## src/rtl/apb_cmd_initiator.sv

```systemverilog
// apb_cmd_initiator
// Converts ready/valid register commands into single APB transfers and
// returns read data / error status on a ready/valid response channel.
// One transfer is outstanding at a time: IDLE -> SETUP -> ACCESS -> RESP.
//
// Optional build macro APB_INIT_TIMEOUT_EN adds an ACCESS-phase watchdog
// that aborts a transfer after TIMEOUT cycles without pready.
//
// Handshake rule (both channels): a transfer happens on a rising edge where
// vld and rdy are both high; the sender holds vld and payload until then.
module apb_cmd_initiator #(
    parameter int ADDR_W  = 32,
    parameter int DATA_W  = 32,
    parameter int TIMEOUT = 255
) (
    input  logic              clk,
    input  logic              rst,
    input  logic              cmd_vld,
    output logic              cmd_rdy,
    input  logic              cmd_write,
    input  logic [ADDR_W-1:0] cmd_addr,
    input  logic [DATA_W-1:0] cmd_wdata,
    output logic              rsp_vld,
    input  logic              rsp_rdy,
    output logic [DATA_W-1:0] rsp_rdata,
    output logic              rsp_err,
    output logic              rsp_timeout,
    output logic              psel,
    output logic              penable,
    output logic              pwrite,
    output logic [ADDR_W-1:0] paddr,
    output logic [DATA_W-1:0] pwdata,
    input  logic [DATA_W-1:0] prdata,
    input  logic              pready,
    input  logic              pslverr
);

    localparam logic [1:0] ST_IDLE   = 2'd0;
    localparam logic [1:0] ST_SETUP  = 2'd1;
    localparam logic [1:0] ST_ACCESS = 2'd2;
    localparam logic [1:0] ST_RESP   = 2'd3;

    // A zero or negative limit would make the watchdog meaningless.
    if (TIMEOUT < 1) begin : g_bad_timeout
        $error("apb_cmd_initiator: TIMEOUT must be at least 1");
    end

    logic [1:0]        state;
    logic [1:0]        state_next;
    logic              cmd_fire;
    logic              rsp_fire;
    logic              access_done;
    logic              access_timeout;
    logic [DATA_W-1:0] rdata_q;
    logic              err_q;

    // Command acceptance is blocked while reset is held so that cmd_rdy
    // reads 0 during reset even once the state register is in IDLE.
    assign cmd_rdy     = (state == ST_IDLE) && !rst;
    assign psel        = (state == ST_SETUP) || (state == ST_ACCESS);
    assign penable     = (state == ST_ACCESS);
    assign rsp_vld     = (state == ST_RESP);
    assign cmd_fire    = cmd_vld && cmd_rdy;
    assign rsp_fire    = rsp_vld && rsp_rdy;
    // pready / pslverr only matter during ACCESS.
    assign access_done = (state == ST_ACCESS) && pready;
    assign rsp_rdata   = rdata_q;
    assign rsp_err     = err_q;

`ifdef APB_INIT_TIMEOUT_EN
    // Counter is at least 8 bits wide even for small limits.
    localparam int CNT_BITS = $clog2(TIMEOUT + 1);
    localparam int CNT_W    = (CNT_BITS < 8) ? 8 : CNT_BITS;
    // The abort fires in the cycle whose increment would reach TIMEOUT.
    localparam logic [CNT_W-1:0] CNT_LIMIT = CNT_W'(TIMEOUT - 1);

    logic [CNT_W-1:0] wait_cnt;
    logic             to_q;

    // Count ACCESS cycles spent without pready; cleared while in SETUP.
    always_ff @(posedge clk) begin
        if (rst) begin
            wait_cnt <= '0;
        end else if (state == ST_SETUP) begin
            wait_cnt <= '0;
        end else if ((state == ST_ACCESS) && !pready) begin
            wait_cnt <= wait_cnt + 1'b1;
        end
    end

    // A pready arriving in the limit cycle takes priority over the abort.
    assign access_timeout = (state == ST_ACCESS) && !pready && (wait_cnt == CNT_LIMIT);

    // Timeout flag of the response; cleared once the response is taken.
    always_ff @(posedge clk) begin
        if (rst) begin
            to_q <= 1'b0;
        end else if (access_done) begin
            to_q <= 1'b0;
        end else if (access_timeout) begin
            to_q <= 1'b1;
        end else if (rsp_fire) begin
            to_q <= 1'b0;
        end
    end

    assign rsp_timeout = to_q;
`else
    // Without the watchdog, ACCESS waits for pready forever.
    assign access_timeout = 1'b0;
    assign rsp_timeout    = 1'b0;
`endif

    // Next-state selection for the transfer sequencer.
    always_comb begin
        state_next = state;
        case (state)
            ST_IDLE: begin
                if (cmd_fire) begin
                    state_next = ST_SETUP;
                end
            end
            ST_SETUP: begin
                state_next = ST_ACCESS;
            end
            ST_ACCESS: begin
                if (access_done || access_timeout) begin
                    state_next = ST_RESP;
                end
            end
            ST_RESP: begin
                if (rsp_rdy) begin
                    state_next = ST_IDLE;
                end
            end
            default: begin
                state_next = ST_IDLE;
            end
        endcase
    end

    // State register; reset from any state drops the transfer in flight.
    always_ff @(posedge clk) begin
        if (rst) begin
            state <= ST_IDLE;
        end else begin
            state <= state_next;
        end
    end

    // Latch the accepted command; the APB address/data bus holds it until
    // the next command is accepted.
    always_ff @(posedge clk) begin
        if (rst) begin
            pwrite <= 1'b0;
            paddr  <= '0;
            pwdata <= '0;
        end else if (cmd_fire) begin
            pwrite <= cmd_write;
            paddr  <= cmd_addr;
            pwdata <= cmd_wdata;
        end
    end

    // Response capture: read data only for error-free reads, zero otherwise;
    // the fields are cleared once the response has been handed off.
    always_ff @(posedge clk) begin
        if (rst) begin
            rdata_q <= '0;
            err_q   <= 1'b0;
        end else if (access_done) begin
            rdata_q <= (pwrite || pslverr) ? '0 : prdata;
            err_q   <= pslverr;
        end else if (access_timeout) begin
            rdata_q <= '0;
            err_q   <= 1'b1;
        end else if (rsp_fire) begin
            rdata_q <= '0;
            err_q   <= 1'b0;
        end
    end

endmodule

```

## config.mk

```make
export PLATFORM = sky130hd
export DESIGN_NAME = apb_cmd_initiator
export DESIGN_NICKNAME = d
export VERILOG_FILES = /design/src/rtl/apb_cmd_initiator.sv
export SDC_FILE = /design/constraint.sdc
export NUM_CORES = 1
export LEC_CHECK = 0
export CORE_MARGIN = 4
export CORE_UTILIZATION = 38
export DETAILED_ROUTE_END_ITERATION = 6
export PLACE_DENSITY = 0.8
export SETUP_SLACK_MARGIN = 0.15
export SLEW_MARGIN = 30
export SYNTH_ARGS = -nofsm -noshare
export SYNTH_HDL_FRONTEND = slang
export SYNTH_SLANG_ARGS = --single-unit
```

## constraint.sdc

```tcl
create_clock -name clk -period 2 [get_ports clk]
set_input_delay 0.4 -clock clk [delete_from_list [all_inputs] [get_ports clk]]
set_output_delay 0.4 -clock clk [all_outputs]
set_load 0.005 [all_outputs]
```

==> summary.md <==
| Metric | Value |
|---|---|
| Sw Pwr | 1450 µW |
| Via density | 4.65 |
| Placed insts | 722 |
| DRT Wirelength | 10300 µm |
| VDD IR max | 430 µV |
| H-tree level count | 3 |
| Synthesized flop and latch total | 100 |
| Type of origin of the critical path | register |
| CP startpoint | state[0] |
| Post-Synthesis Cells | 415 |
| Post-Synth Simple-Gate Area | 0.187 |
| Global route overflow | 0 |
| Max incr delay on CP | 0.36 ns |
| Fraction of layout cells with a size suffix above 1 | 0.0705 |
| Worst R2R Setup Slack | 0.37 ns |
| DR vias | 3439 |
| Pint | 3930 µW |
| Logic pwr share | 0.299 |
| Number of synthesized flops with an enable pin | 0 |
| Hold Path Cell Cnt | 2 |
| Total CTS buffers | 9 |
| Nets@finish | 713 |
| Initial DRC count | 159 |
| Register share of total power | 0.462 |
| Static leakage | 0.00217 µW |
| Pin count of the biggest net entering global routing | 69 |
| Layout Cells excl Fill | 739 |
| Worst-path cell chain | inv_2 > buf_4 > ha_4 > dlygate4sd2_1 |
| Initial antenna violation count | 0 |
| DR pass1 iterations | 5 |
| Min Tclk post-route | 1.74 ns |
| Vias in the first global route | 3394 |
| Hold Startpoint | paddr[0] |
| GRT Util Overall | 0.178 |
| R2R depth | 6 |
| Synth Area in Compound Gates | 0.175 |
| Worst min-delay path class | register to register |
| Worst path required time | 1.60 ns |
| Tcrit/Tclk final | 0.869 |
| Mapped Avg Cell Area | 8.75 µm² |
| Site Rows | 35 |
| Sw Ratio | 0.270 |
| Clock edge transition at the registers on the reported setup and hold paths | 0.09 ns |
| Post-Synth XOR/XNOR Area | 0 |
| Port bufs | 204 |
| Residual DRC | 0 |
| Final Max Tran Viols | 0 |
| CTS Buffer Depth | 2 |
| Global-route wire length before repair | 16300 µm |
| Critical path class | register to output pin |
| Hold EP | paddr[0] |
| Clk_lat worst skew | 0.35 ns |
| Yosys top cell by area | dfxtp_1 |
| Final setup vio count | 0 |
| Count leader, synth | nand2_1 |
| Critical path fanouts, max | 6 |
| Fin. Hold Viols | 0 |
| Layout area overhead | 63.6% |
| Ys async rst share | 0 |
| Yosys cell types | 23 |
| Status | finished clean |
| Boundary pin count | 206 |
| Clk pwr share | 0.240 |
| Largest cells by area after synthesis | dfxtp_1 55%, nand2_1 14%, a22oi_1 6.6% |
| Setup crit end kind | output pin |
| CP max stage cell | dfxtp_2 |
| Post-synthesis sequential area ratio | 0.551 |
| Worst r2r dst | state[0] |
| Detail Route Antenna Nets | 0 |
| RSZ-0062 raised after global routing | false |
| Multiplexer area fraction after synthesis | 0.00276 |
| Worst Path Arrival | 1.34 ns |
| Largest family of logic cells by synthesized area | simple AND/OR/NAND/NOR gates |
| Placer congestion estimate | 0.717 |
| Initial Util | 0.391 |
| YS warnings | 0 |
| Total Neg Setup Slack | 0 ns |
| TritonCTS clock tree | done |
| Synth top cells by count | 132 x nand2_1, 100 x dfxtp_1, 33 x nor2_1 |
| Post-Syn Area | 3630 µm² |
| PwrDens | 906 nW/µm² |
| Reg-to-reg startpoint | state[0] |
| Max Cap Viol | 0 |
| Die height | 106 µm |
| Post-synth top area share | 0.551 |
| Layout Skew | 0.0138 ns |
| CP delay by family, top | buffers and inverters |
| Post-synth top flop | dfxtp_1 |
| Synth Net Count | 522 |
| Total core area | 9280 µm² |
| Die ar. | 11200 µm² |
| DP Wirelength | 7740 µm |
| Clk root buf | clkbuf_8 |
| WP buf/inv | 3 |
| Die width | 106 µm |
| CTS Sinks | 100 |
| Fmax | 575 MHz |
| DR WL/cell | 13.9 µm |
| Antenna cells | 0 |
| Post-synthesis adder-cell area fraction | 0.0138 |
[registers in the layout (all words and copies together) (netlist names)]
register,count
pwdata,32
rsp_rdata,32
rsp_err,1
pwrite,1
paddr,32
state,2
[cell type report]
class / count / area, µm²
fill: 781 / 3340
timing repair buffer: 213 / 2150
sequential: 100 / 2010
multi-input combinational: 279 / 1410
tap: 129 / 161
clock buffer: 12 / 155
clock inverter: 3 / 46.3
inverter: 3 / 11.3
[what timing repair did]
| item | CTS | global route |
|---|---|---|
| setup buffers | 2 | 0 |
| hold buffers | 0 | 0 |
| setup endpoints to repair | 4 | 0 |
| resized for setup | 14 | 0 |
[through the flow]
stage / area, µm² / setup WS (ns) / power, µW / hold slack [ns] / util
finish: 5940 / 0.262 / 5380 / 0.449 / 0.640
global route: 5940 / 0.211 / 5700 / 0.480 / 0.640
CTS: 5940 / 0.237 / 5470 / 0.455 / 0.640
detailed placement: 5700 / 0.110 / 4110 / 0.441 / 0.614
global placement: 5700 / 0.132 / 4050 / 0.435 / 0.614
floorplan: 3630 / 0.513 / 3130 / 0.445 / -
[metal layers]
metal,vias to the layer above,GRT usage,share of wire
met5,-,0,0
met4,0,0.0574,0.016
met3,14,0.0612,0.095
met2,143,0.316,0.49
met1,1536,0.199,0.40
li1,1746,-,-
[cells in the final DEF (no fill, tap or decap), drive strengths merged, types with 3 or more instances in the layout]
cell / n
clkbuf: 12
ha: 4
nor2b: 4
clkdlybuf4s50: 200
nand2: 132
o21ai: 65
dfxtp: 100
nor2: 33
a22oi: 33
dlygate4sd2: 4
buf: 9
inv: 3
[worst max path at each step]
| stage | to | slack (ns) | depth (start not counted) |
|---|---|---|---|
| finish | penable | 0.26 | 4 |
| global route | penable | 0.21 | 4 |
| CTS | pwrite | 0.24 | 1 |
| detailed placement | pwdata[7] | 0.11 | 6 |
| global placement | cmd_rdy | 0.13 | 3 |
| floorplan | rsp_rdata[10] | 0.51 | 7 |
[worst min-delay path: stages (launching register included)]
cell,delay (ns)
dfxtp_1,0.32
nand2_1,0.05
o21ai_1,0.05
[logic make-up (layout without fill, tap and decap cells)]
kind of cell	count (synthesis)	in the layout
AO/OA/AOI/OAI	100	100
AND/OR/NAND/NOR	173	173
flip-flops	100	100
adder cells (fa/ha/maj)	4	4
multiplexers	1	1
buffers and inverters	36	231
other	1	1
[power by group through the flow]
stage / Clock [µW] / Sequential (µW) / Combinational (µW)
after CTS: 1340 / 2490 / 1630
after detailed placement: 0 / 2520 / 1590
final: 1290 / 2490 / 1610
after global routing: 1410 / 2530 / 1750
after floorplan: 0 / 2540 / 586
after global placement: 0 / 2500 / 1550
(Power assumes the default switching activity.)
